$ cat src/rtl/johnson_pkg.sv
// Shared types and constants for consumers of the 4-bit Johnson ring.
// Holds the legal code table, FSM/step enums and the step classifier.
package johnson_pkg;

  localparam int unsigned CODE_W     = 4;
  localparam int unsigned PHASE_W    = 3;
  localparam int unsigned NUM_PHASES = 8;
  localparam int unsigned ACQ_W      = 4;

  localparam logic [CODE_W-1:0] CODE_P0 = 4'b0000;
  localparam logic [CODE_W-1:0] CODE_P1 = 4'b1000;
  localparam logic [CODE_W-1:0] CODE_P2 = 4'b1100;
  localparam logic [CODE_W-1:0] CODE_P3 = 4'b1110;
  localparam logic [CODE_W-1:0] CODE_P4 = 4'b1111;
  localparam logic [CODE_W-1:0] CODE_P5 = 4'b0111;
  localparam logic [CODE_W-1:0] CODE_P6 = 4'b0011;
  localparam logic [CODE_W-1:0] CODE_P7 = 4'b0001;

  // Indexed by phase: LEGAL_CODES[p] is the ring state for phase p.
  localparam logic [NUM_PHASES-1:0][CODE_W-1:0] LEGAL_CODES = {
    CODE_P7, CODE_P6, CODE_P5, CODE_P4, CODE_P3, CODE_P2, CODE_P1, CODE_P0
  };

  typedef enum logic [1:0] {
    UNLOCKED = 2'd0,
    ACQUIRE  = 2'd1,
    LOCKED   = 2'd2
  } state_e;

  typedef enum logic [1:0] {
    ILLEGAL = 2'd0,
    HOLD    = 2'd1,
    ADV     = 2'd2,
    SKIP    = 2'd3
  } step_e;

  typedef struct packed {
    logic               legal;
    logic [PHASE_W-1:0] phase;
  } decode_t;

  function automatic logic [NUM_PHASES-1:0] phase_onehot(input logic [PHASE_W-1:0] p);
    return NUM_PHASES'(1) << p;
  endfunction

  // Relation of a decoded sample to the previously stored phase.
  function automatic step_e classify(input decode_t d, input logic [PHASE_W-1:0] prev);
    if (!d.legal) return ILLEGAL;
    if (d.phase == prev) return HOLD;
    if (d.phase == PHASE_W'(prev + PHASE_W'(1))) return ADV;
    return SKIP;
  endfunction

endpackage

$ cat src/rtl/johnson_decode.sv
// Combinational Johnson-code decoder: ring state to {legal, phase}.
// Shared by any consumer of the ring; no state.
module johnson_decode
  import johnson_pkg::*;
(
  input  logic [CODE_W-1:0] q,
  output decode_t           dec
);

  always_comb begin
    dec = '0;
    for (int i = 0; i < int'(NUM_PHASES); i++) begin
      if (q == LEGAL_CODES[i]) begin
        dec.legal = 1'b1;
        dec.phase = PHASE_W'(i);
      end
    end
  end

endmodule

$ cat src/rtl/johnson_phase_tracker.sv
// Monitors a Johnson ring: decodes phase, flags illegal/out-of-order steps,
// acquires and holds lock, and counts revolutions while locked.
module johnson_phase_tracker
  import johnson_pkg::*;
#(
  parameter int unsigned LOCK_N = 4,
  parameter int unsigned REV_W  = 8
) (
  input  logic                  clk,
  input  logic                  rst,
  input  logic [CODE_W-1:0]     q,
  output logic [PHASE_W-1:0]    phase,
  output logic [NUM_PHASES-1:0] phase_oh,
  output logic                  valid,
  output logic                  err,
  output logic                  seq_err,
  output logic                  locked,
  output logic                  rev_pulse,
  output logic [REV_W-1:0]      rev_cnt
);

  decode_t                 dec;
  step_e                   step;
  state_e                  state;
  state_e                  state_next;
  logic [ACQ_W-1:0]        acq_cnt;
  logic [ACQ_W-1:0]        acq_cnt_next;
  logic [ACQ_W-1:0]        acq_inc;
  logic [PHASE_W-1:0]      prev;
  logic [PHASE_W-1:0]      prev_next;
  logic [NUM_PHASES-1:0]   phase_oh_next;
  logic                    valid_next;
  logic                    err_next;
  logic                    seq_err_next;
  logic                    locked_next;
  logic                    rev_pulse_next;
  logic [REV_W-1:0]        rev_cnt_next;

  johnson_decode u_decode (
    .q   (q),
    .dec (dec)
  );

  assign step    = classify(dec, prev);
  assign acq_inc = ACQ_W'(acq_cnt + ACQ_W'(1));

  // The stored phase doubles as the reference for step classification.
  assign phase = prev;

  always_ff @(posedge clk) begin
    if (!rst) begin
      state   <= UNLOCKED;
      acq_cnt <= '0;
    end else begin
      state   <= state_next;
      acq_cnt <= acq_cnt_next;
    end
  end

  always_comb begin
    state_next   = state;
    acq_cnt_next = acq_cnt;
    case (state)
      UNLOCKED: begin
        if (dec.legal) begin
          state_next   = ACQUIRE;
          acq_cnt_next = '0;
        end
      end
      ACQUIRE: begin
        case (step)
          ADV: begin
            acq_cnt_next = acq_inc;
            if (acq_inc == ACQ_W'(LOCK_N)) state_next = LOCKED;
          end
          SKIP:    acq_cnt_next = '0;
          ILLEGAL: begin
            state_next   = UNLOCKED;
            acq_cnt_next = '0;
          end
          default: ;
        endcase
      end
      LOCKED: begin
        if (step == SKIP || step == ILLEGAL) begin
          state_next   = UNLOCKED;
          acq_cnt_next = '0;
        end
      end
      default: begin
        state_next   = UNLOCKED;
        acq_cnt_next = '0;
      end
    endcase
  end

  // Next values of the registered outputs; a revolution counts only when
  // already LOCKED, so the advance that completes lock never counts.
  always_comb begin
    prev_next      = dec.legal ? dec.phase : prev;
    valid_next     = dec.legal;
    phase_oh_next  = dec.legal ? phase_onehot(dec.phase) : '0;
    err_next       = !dec.legal;
    seq_err_next   = (step == SKIP) && (state != UNLOCKED);
    locked_next    = (state_next == LOCKED);
    rev_pulse_next = (state == LOCKED) && (step == ADV) && (prev == PHASE_W'(NUM_PHASES - 1));
    rev_cnt_next   = REV_W'(rev_cnt + REV_W'(rev_pulse_next));
  end

  always_ff @(posedge clk) begin
    if (!rst) begin
      prev      <= '0;
      phase_oh  <= '0;
      valid     <= 1'b0;
      err       <= 1'b0;
      seq_err   <= 1'b0;
      locked    <= 1'b0;
      rev_pulse <= 1'b0;
      rev_cnt   <= '0;
    end else begin
      prev      <= prev_next;
      phase_oh  <= phase_oh_next;
      valid     <= valid_next;
      err       <= err_next;
      seq_err   <= seq_err_next;
      locked    <= locked_next;
      rev_pulse <= rev_pulse_next;
      rev_cnt   <= rev_cnt_next;
    end
  end

endmodule

$ cat config.mk
export PLATFORM = sky130hd
export DESIGN_NAME = johnson_phase_tracker
export DESIGN_NICKNAME = d
export VERILOG_FILES = /design/src/rtl/johnson_pkg.sv /design/src/rtl/johnson_decode.sv /design/src/rtl/johnson_phase_tracker.sv
export SDC_FILE = /design/constraint.sdc
export NUM_CORES = 1
export LEC_CHECK = 0
export ABC_AREA = 0
export CAP_MARGIN = 20
export CORE_ASPECT_RATIO = 1.2
export CORE_UTILIZATION = 47
export DETAILED_ROUTE_END_ITERATION = 7
export PLACE_DENSITY = 0.73
export SYNTH_ARGS = -nofsm -noshare
export SYNTH_HDL_FRONTEND = slang
export SYNTH_SLANG_ARGS = --single-unit
$ cat constraint.sdc
create_clock -name clk -period 3.43 [get_ports clk]
set_input_delay 1.029 -clock clk [delete_from_list [all_inputs] [get_ports clk]]
set_output_delay 1.029 -clock clk [all_outputs]
set_load 0.01 [all_outputs]
==> impl_metrics.csv <==
group,metric,value,unit
flow_run,max_cap_viol_count,0,
detailed_routing,ant_nets,0,
timing,max_freq,302,MHz
timing,slew_violations,0,
floorplan,rows,23,
clocking,clkLatencyLatePin,0.27,ns
detailed_routing,drc_errors,2,
grt,grt_pass1_vias,1659,
layout,drive_above_1_share,27.4,%
timing,slew_headroom,63.2,%
grt,grt.overflow.total,0,
detailed_routing,wl_met2,2270,um
critical_path,max_stage_delay,0.46,ns
logic_synthesis,synth_seq_cells,30,
critical_path,reg2reg_from,"phase[0]$_SDFFE_PN0P_",
clocking,h-tree-depth,2,
floorplan,dieArea,3880,um^2
pwr,vdd_drop_max,0.000169,V
logic_synthesis,synth_top_family_by_area,"simple AND/OR/NAND/NOR gates",
layout,multiInputGateArea,1080,um^2
critical_path,r2r_end,"rev_cnt[5]$_SDFF_PN0_",
timing,tns,0,ns
pwr,p_leak,0.992,nW
status,violations,"DRC",
place,place.gp.congestion,0.917,
clocking,root_buffer,"clkbuf_8",
logic_synthesis,netlist-cell-type-count,53,
layout,postLayoutCoreUtil,70.0,%
floorplan,die_h,68.0,um
status,outcome,"finished, violations left",
detailed_routing,wl_per_cell,14.4,um
detailed_routing,drtIter0Drc,76,
floorplan,core,3400,um^2
detailed_routing,vias,1669,
clocking,cts_tree,"built",
timing,skew,0.00496,ns
place,numPlacedInstances,284,
timing,hold_viol,0,
layout,instances_no_fill,296,
critical_path,required,3.57,ns
detailed_routing,met3_length,83,um
critical_path,crit_type,"in2reg",
pwr,power_density,367,nW/um^2
timing,fin_crit,3.31,ns
min_path,min_path_type,"reg2reg",
clocking,cts_buffers,5,
layout,fill_cells,274,
detailed_routing,wl,4260,um
logic_synthesis,synth_nets,217,
layout,final-seq-area,601,um^2
detailed_routing,drt-vias-per-instance,5.64,
logic_synthesis,ys_async_sr_fraction,0,%
critical_path,worstPathArrival,3.45,ns
critical_path,endpoint_kind,"register",
place,port_buffers,29,
min_path,worstHoldPathCells,2,
grt,grt_pass1_wl,6990,um
logic_synthesis,synth_warnings,0,
critical_path,cp_common_cell,"ha_2",
min_path,holdCritStartpoint,"rev_cnt[7]$_SDFF_PN0_",
critical_path,slowest_stage,"or4b_4",
logic_synthesis,synth-adder-area-share,6.59,%
critical_path,path_cells,"clkbuf_2, buf_6, and2b_2, nand2_4, or4b_4, or3_4, ha_2, and4_1, ha_2, and3_4, nand3_2, xor2_1, nor2_1",
floorplan,start_util,50.3,%
logic_synthesis,synth-compound-area-share,18.4,%
floorplan,die_w,57.0,um
place,dpl.hpwl,3190,um
min_path,whs_endpoint,"rev_cnt[7]$_SDFF_PN0_",
critical_path,reg2reg_depth,14,
logic_synthesis,synthXorXnorAreaFrac,5.13,%
grt,track_usage,23.4,%
grt,antenna_found_initial,0,
timing,rsz0062_at_grt,"false",
detailed_routing,wl_met1,1800,um
logic_synthesis,seq_area_frac_synth,35.2,%
layout,syn_to_final_growth,39.1,%
clocking,clockBufferDepth,2,
clocking,path_clk_slew,0.06,ns
critical_path,r2r_slack,0.21,ns
timing,setup_violations,0,
detailed_routing,route.top_layer_used,"met4",
logic_synthesis,synthesis.area,1710,um^2
logic_synthesis,synth_mux_area_share,1.83,%
clocking,cts.sinks,30,
layout,layout.nets,273,
logic_synthesis,synth_ff_type,"dfxtp_1",
logic_synthesis,syn-mean-instance-area,8.45,um^2
logic_synthesis,synthCells,202,
critical_path,worstSetupStartpointType,"primary input",
floorplan,io_pins,30,
timing,worst_pin_slew,0.552,ns
logic_synthesis,synth-simple-area-share,25.4,%
detailed_routing,dr.pass1.iters,6,
critical_path,cp_max_fo,8,
logic_synthesis,synth_edf_count,0,
timing,period_share,96.5,%
layout,n_antenna_cell,0,
grt,grt_max_degree,17,
## per-layer routing
layer	GRT usage, %	vias up
met5	0	-
met4	12.8	0
met3	4.91	10
met2	44.7	28
met1	23.8	800
li1	-	831
## worst max-delay path, delay by kind of cell
family / cells / cell delay (ns)
XOR/XNOR: 1 / 0.15
AND/OR/NAND/NOR: 8 / 1.63
buffers and inverters: 2 / 0.26
adder cells (fa/ha/maj): 2 / 0.37
## power by group
| group | internal, mW | total, mW | switching (mW) |
|---|---|---|---|
| Clock | 0.161 | 0.286 | 0.124 |
| Combinational | 0.107 | 0.223 | 0.116 |
| Sequential | 0.357 | 0.363 | 0.00591 |
## timing repair
action / in CTS / in global routing
gates resized for setup: 24 / 11
pin swaps: 5 / 4
hold buffers: 0 / 0
setup buffers: 2 / 1
hold endpoints to repair: 0 / 0
endpoints found under the setup margin: 13 / 7
cloned: 1 / 0
## cell type report
type,count,share of cell area [%]
multi-input cells,151,45.3
flip-flops and latches,30,25.3
repair buffers,63,22.5
clock buffers,7,3.63
well taps,37,1.95
inverters,7,1.11
clock inverters,1,0.211
## kinds of logic after synthesis
kind of cell | Yosys count
buffers and inverters | 21
adder cells (fa/ha/maj) | 9
AND/OR/NAND/NOR | 82
multiplexers | 3
XOR/XNOR | 10
AO/OA/AOI/OAI | 47
flip-flops | 30
## cells in the mapped netlist (4+ instances only)
library cell | count | share of area, %
nand3_1 | 10 | 2.9
nor2_1 | 21 | 4.6
clkbuf_1 | 6 | 1.3
nor3_1 | 8 | 2.3
xor2_1 | 7 | 3.6
o21ai_0 | 8 | 2.3
a21oi_1 | 13 | 3.8
dfxtp_1 | 30 | 35
inv_1 | 6 | 1.3
nand2_1 | 11 | 2.4
and2_1 | 5 | 1.8
buf_6 | 4 | 2.6
ha_1 | 9 | 6.6
nor4_1 | 4 | 1.5
## metrics by stage
| stage | setup WS, ns | hold WS, ns | instance area, um^2 | total power [mW] |
|---|---|---|---|---|
| 2_1_floorplan | -0.0114 | 0.479 | 1740 | 0.498 |
| 3_5_place_dp | -0.702 | 0.504 | 2200 | 0.571 |
| 5_1_grt | 0.0107 | 0.565 | 2380 | 0.915 |
| 4_1_cts | 0.00428 | 0.521 | 2370 | 0.870 |
| 6_report | 0.120 | 0.517 | 2380 | 0.872 |
| 3_3_place_gp | -0.576 | 0.502 | 2200 | 0.567 |
## flip-flops by register name (all words and copies together) (netlist names)
name,cells
locked,1
acq_cnt,4
valid,1
phase_oh,8
seq_err,1
err,1
state,2
phase,3
rev_pulse,1
rev_cnt,8
## worst max path at each step
stage | from | to | slack, ns | cells after the start
2_1_floorplan | q[1] | rev_cnt[5]$_SDFF_PN0_ | -0.01 | 13
3_3_place_gp | q[1] | rev_cnt[6]$_SDFF_PN0_ | -0.58 | 14
3_5_place_dp | q[1] | rev_cnt[5]$_SDFF_PN0_ | -0.70 | 14
4_1_cts | q[3] | rev_cnt[5]$_SDFF_PN0_ | 0.004 | 14
5_1_grt | q[1] | rev_cnt[5]$_SDFF_PN0_ | 0.01 | 13
6_report | q[2] | rev_cnt[5]$_SDFF_PN0_ | 0.12 | 13
## cells in the final DEF (no fill, tap or decap), drive strengths merged, types with 4 or more instances in the layout
cell / netlist / layout
o21ai: 8 / 8
clkdlybuf4s50: 0 / 25
nand3: 10 / 10
nor2: 21 / 21
nor4: 4 / 4
and2: 6 / 6
xor2: 7 / 7
inv: 7 / 7
a21oi: 14 / 14
buf: 6 / 36
dfxtp: 30 / 30
nand2: 12 / 12
nor3: 8 / 8
clkbuf: 8 / 9
ha: 9 / 9
Power figures use the tool's default switching activity.
